## src/rtl/b_risc_pkg.sv

```systemverilog
// Shared b-risc definitions used by the writeback path and the register file.
package b_risc_pkg;

    localparam int REG_W     = 32;
    localparam int REG_COUNT = 32;
    localparam int REG_IDX_W = $clog2(REG_COUNT);

    typedef enum logic [1:0] {
        WB_NONE = 2'd0,
        WB_ALU  = 2'd1,
        WB_MEM  = 2'd2
    } wb_src_t;

endpackage

```

## src/rtl/wb_arbiter.sv

```systemverilog
// Writeback source arbiter: MEM normally wins, ALU is forced through after MAX_WAIT starved cycles.
module wb_arbiter
    import b_risc_pkg::*;
#(
    parameter int MAX_WAIT = 4
) (
    input  logic    clk,
    input  logic    areset,
    input  logic    alu_valid,
    input  logic    mem_valid,
    output wb_src_t grant
);

    localparam int WAIT_W = $clog2(MAX_WAIT + 1);
    localparam logic [WAIT_W-1:0] WAIT_LIMIT = WAIT_W'(MAX_WAIT);

    logic [WAIT_W-1:0] wait_q;
    logic [WAIT_W-1:0] wait_d;
    wb_src_t           grant_s;

    // Grant selection; nothing is granted while reset is held so no handshake is lost.
    always_comb begin
        grant_s = WB_NONE;
        if (areset) begin
            grant_s = WB_NONE;
        end else if (alu_valid && (wait_q == WAIT_LIMIT)) begin
            grant_s = WB_ALU;
        end else if (mem_valid) begin
            grant_s = WB_MEM;
        end else if (alu_valid) begin
            grant_s = WB_ALU;
        end else begin
            grant_s = WB_NONE;
        end
    end

    // Starvation counter next value, saturating at the limit.
    always_comb begin
        wait_d = wait_q;
        if (!alu_valid || (grant_s == WB_ALU)) begin
            wait_d = {WAIT_W{1'b0}};
        end else if (wait_q != WAIT_LIMIT) begin
            wait_d = wait_q + {{(WAIT_W-1){1'b0}}, 1'b1};
        end else begin
            wait_d = wait_q;
        end
    end

    // Starvation counter register.
    always_ff @(posedge clk or posedge areset) begin
        if (areset) begin
            wait_q <= {WAIT_W{1'b0}};
        end else begin
            wait_q <= wait_d;
        end
    end

    assign grant = grant_s;

endmodule

```

## src/rtl/reg_writeback.sv

```systemverilog
// Register-file writer: arbitrates ALU/load results, drops x0 writes and registers the write port.
module reg_writeback
    import b_risc_pkg::*;
#(
    parameter int MAX_WAIT = 4
) (
    input  logic                 clk,
    input  logic                 areset,
    input  logic                 alu_valid,
    output logic                 alu_ready,
    input  logic [REG_IDX_W-1:0] alu_reg,
    input  logic [REG_W-1:0]     alu_data,
    input  logic                 mem_valid,
    output logic                 mem_ready,
    input  logic [REG_IDX_W-1:0] mem_reg,
    input  logic [REG_W-1:0]     mem_data,
    output logic                 wr_en,
    output logic [REG_IDX_W-1:0] wr_reg,
    output logic [REG_W-1:0]     wr_data,
    output logic [31:0]          retire_count
);

    wb_src_t              grant_s;
    logic                 wr_en_q;
    logic                 wr_en_d;
    logic [REG_IDX_W-1:0] wr_reg_q;
    logic [REG_IDX_W-1:0] wr_reg_d;
    logic [REG_W-1:0]     wr_data_q;
    logic [REG_W-1:0]     wr_data_d;
    logic [31:0]          retire_q;
    logic [31:0]          retire_d;

    wb_arbiter #(
        .MAX_WAIT (MAX_WAIT)
    ) u_arbiter (
        .clk       (clk),
        .areset    (areset),
        .alu_valid (alu_valid),
        .mem_valid (mem_valid),
        .grant     (grant_s)
    );

    assign alu_ready = (grant_s == WB_ALU);
    assign mem_ready = (grant_s == WB_MEM);

    // Capture the granted result; index/data track even x0 so the port reflects the last transfer.
    always_comb begin
        wr_en_d   = 1'b0;
        wr_reg_d  = wr_reg_q;
        wr_data_d = wr_data_q;
        case (grant_s)
            WB_ALU: begin
                wr_en_d   = (alu_reg != {REG_IDX_W{1'b0}});
                wr_reg_d  = alu_reg;
                wr_data_d = alu_data;
            end
            WB_MEM: begin
                wr_en_d   = (mem_reg != {REG_IDX_W{1'b0}});
                wr_reg_d  = mem_reg;
                wr_data_d = mem_data;
            end
            default: begin
                wr_en_d   = 1'b0;
                wr_reg_d  = wr_reg_q;
                wr_data_d = wr_data_q;
            end
        endcase
    end

    // Retired-write counter counts cycles where the write port is enabled; wraps naturally.
    always_comb begin
        retire_d = retire_q;
        if (wr_en_q) begin
            retire_d = retire_q + 32'd1;
        end else begin
            retire_d = retire_q;
        end
    end

    // Output and counter registers.
    always_ff @(posedge clk or posedge areset) begin
        if (areset) begin
            wr_en_q   <= 1'b0;
            wr_reg_q  <= {REG_IDX_W{1'b0}};
            wr_data_q <= {REG_W{1'b0}};
            retire_q  <= 32'd0;
        end else begin
            wr_en_q   <= wr_en_d;
            wr_reg_q  <= wr_reg_d;
            wr_data_q <= wr_data_d;
            retire_q  <= retire_d;
        end
    end

    assign wr_en        = wr_en_q;
    assign wr_reg       = wr_reg_q;
    assign wr_data      = wr_data_q;
    assign retire_count = retire_q;

endmodule

```

## config.mk

```make
export PLATFORM = sky130hd
export DESIGN_NAME = reg_writeback
export DESIGN_NICKNAME = d
export VERILOG_FILES = /design/src/rtl/b_risc_pkg.sv /design/src/rtl/wb_arbiter.sv /design/src/rtl/reg_writeback.sv
export SDC_FILE = /design/constraint.sdc
export NUM_CORES = 1
export LEC_CHECK = 0
export CAP_MARGIN = 5
export CORE_ASPECT_RATIO = 0.5
export CORE_MARGIN = 3
export CORE_UTILIZATION = 42
export DETAILED_ROUTE_END_ITERATION = 12
export PLACE_DENSITY_LB_ADDON = 0.12
export SYNTH_ARGS = -nofsm -noshare
export SYNTH_HDL_FRONTEND = slang
export SYNTH_SLANG_ARGS = --single-unit
```

## constraint.sdc

```tcl
create_clock -name clk -period 4.4 [get_ports clk]
set_input_delay 0.88 -clock clk [delete_from_list [all_inputs] [get_ports clk]]
set_output_delay 0.88 -clock clk [all_outputs]
set_load 0.005 [all_outputs]
```

==> impl_metrics.tcl <==
set metrics [dict create \
    slowest_stage "clkdlybuf4s50_1" \
    rows 22 \
    cts_setup_buffers 0 \
    ys_ff_latch 73 \
    grt_pass1_vias 3005 \
    slew_headroom 0.290 \
    crit_type "primary input to output pin" \
    firstDrtPassIters 4 \
    startpoint_type "primary input" \
    finalCritPeriodShare 0.723 \
    numCtsBuffers 9 \
    path_buf_inv 3 \
    clk_pin_slew_ps 60 \
    grt-ovfl-total 0 \
    io_pins 150 \
    gp_congestion 0.811 \
    drive_above_1_share 0.0591 \
    endpoint "alu_ready" \
    drv_cap 0 \
    tns_ps 0 \
    syn_to_final_growth_pct 57.8 \
    path_common_cell "clkdlybuf4s50_1" \
    cts_max_level 3 \
    crit_cells 5 \
    outcome "finished, final reports clean" \
    drcViolationCount 0 \
    crit_path_end_kind "output pin" \
    setup_slack_ps 1220 \
    seq_area_frac_synth 0.538 \
    clock_latency_ps 330 \
    worstPathCellList "clkdlybuf4s50_1 -> nand3_1 -> inv_1 -> ha_1 -> clkdlybuf4s50_1" \
    cts_tree "done" \
    synth_top_area_cell "dfrtp_1" \
    cp_max_fo 3 \
    pre_cts_ws_ps 1230 \
    cpPeakStageDelay_ps 510 \
    final-setup-viol-count 0 \
    finalClockSkew_ps 4.75 \
    crit_arrival_ps 2300 \
    wl_per_cell_microns 14.3 \
    syn_nets 404 \
    nNetsFinal 552 \
    synth.top_cells.by_count "dfrtp_1 (73), nand2_1 (49), o21ai_0 (39)" \
    yosysWarnings 0 \
    r2r-end "wr_data[10]$_DFFE_PP0P_" \
    via_count 2833 \
    cts_resized 0 \
    wirelength_microns 8350 \
    rrSetupSlack_ps 1850 \
    power.leakage_uw 0.00228 \
    dp_cells 566 \
    yosys-top-cells-area "dfrtp_1 (54%), mux2i_1 (11%), o21ai_0 (5.8%)" \
    die-area_sq_um 9260 \
    groute.usage.overall 0.191 \
    hp-class "register to register" \
    rsz0062_at_grt "no" \
    antenna_found_initial 0 \
    synth_edf_count 0 \
    powerDensity_nw_per_um2 407 \
    post-synth-top-count-cell "dfrtp_1" \
    r2r.worst_path.cells 7 \
    syn-cell-area_sq_um 3390 \
    grt_first_pass_wirelength_microns 14200 \
    yosys.area.top_type_share 0.538 \
    dp_hpwl_microns 6250 \
    core-area_sq_um 7570 \
    ctsHoldBuffers 0 \
    ant_nets 0 \
    ir_drop_uv 208 \
    grt_max_degree 76 \
    path_delay_family "buffers and inverters" \
    synth-main-ff-cell "dfrtp_1" \
    die_w_microns 133 \
    clockBufferDepth 2 \
    synth_cell_types 27 \
    period_needed_ps 3180 \
    cts_sinks 73 \
    hold_viol 0 \
    drv_slew 0 \
    critPathRequiredTime_ps 3520 \
    worstMarginPinSlew_ps 1060 \
    clock.fmax_mhz 314 \
    via_per_inst 4.87 \
    antenna_cells 0 \
    synth.avg_cell_area_sq_um 10.6 \
    initial_core_util 0.448 \
    io_buffers 149 \
    cts_root_buffer "clkbuf_16" \
    fin_cells 582 \
    async_flop_share 1.00 \
    cp-startpoint "alu_valid" \
    die_h_microns 69.6 \
    worstReg2RegStart "u_arbiter.wait_q[0]$_DFFE_PP0P_" \
    drt_iter0_drc 155 \
    synthCells 321 \
]
## metrics by stage
step	hold slack, ps	area, sq um	util	power, uW
CTS	478	5350	0.707	2210
finish	474	5350	0.707	2180
global placement	460	4980	0.657	1270
floorplan	468	3390	-	980
detailed placement	470	4980	0.657	1280
global route	501	5350	0.707	2280
## placed cells by master, fill, tap and decap left out
cell	n
nand4_1	10
mux2i_1	37
and4_1	2
and3_1	2
nand3_1	12
clkbuf_8	2
inv_1	10
nand4_2	1
nor4_4	1
buf_4	3
nor2_1	11
clkinv_2	1
nand2_1	49
a21oi_1	2
or2_2	2
xnor2_1	20
mux2_2	1
nand2b_1	1
o21ai_0	39
nor3_1	10
bufinv_16	4
xor2_1	12
or4_4	1
nor4_2	1
or4_1	3
ha_1	4
dfrtp_1	73
ha_2	1
clkdlybuf4s50_1	149
clkbuf_16	9
inv_2	1
## power by group
| group | switching, uW | internal (uW) |
|---|---|---|
| Sequential | 67.6 | 764 |
| Clock | 267 | 641 |
| Combinational | 160 | 277 |
## how the worst min path moves through the flow
stage	from	end	slack, ps	cells past startpoint
6_report	retire_count[31]$_DFFE_PP0P_	retire_count[31]$_DFFE_PP0P_	470	1
3_3_place_gp	retire_count[31]$_DFFE_PP0P_	retire_count[31]$_DFFE_PP0P_	460	1
4_1_cts	retire_count[31]$_DFFE_PP0P_	retire_count[31]$_DFFE_PP0P_	480	1
2_1_floorplan	retire_count[31]$_DFFE_PP0P_	retire_count[31]$_DFFE_PP0P_	470	1
5_1_grt	retire_count[29]$_DFFE_PP0P_	retire_count[29]$_DFFE_PP0P_	500	1
3_5_place_dp	retire_count[31]$_DFFE_PP0P_	retire_count[31]$_DFFE_PP0P_	470	1
## layout make-up
type	instances	area, sq um
clock buffers	11	253
clock inverters	5	125
fillers	529	2220
inverters	11	41.3
multi-input cells	222	1460
flip-flops and latches	73	1830
well taps	108	135
repair buffers	152	1510
## worst reg2reg max path, cell delays in order, from the launching register on
cell and delay [ps]:
dfrtp_1 410, inv_1 70, ha_1 210, nand2_1 120
nand2_1 90, nand3_1 120, ha_2 1060, o21ai_0 300
## metal layers
| layer | track usage | share of wire | vias up |
|---|---|---|---|
| met5 | 0 | 0 | - |
| met1 | 0.222 | 0.41 | 1341 |
| met3 | 0.0725 | 0.067 | 12 |
| met2 | 0.329 | 0.51 | 89 |
| li1 | - | - | 1391 |
| met4 | 0.0582 | 0.013 | 0 |
## cells by family after synthesis
logic type	Yosys count	synth area share
AND/OR/NAND/NOR	106	0.155
flip-flops	73	0.538
AO/OA/AOI/OAI	41	0.0605
multiplexers	38	0.112
XOR/XNOR	32	0.0826
buffers and inverters	26	0.0324
adder cells (fa/ha/maj)	5	0.0184
Power figures use the tool's default switching activity.
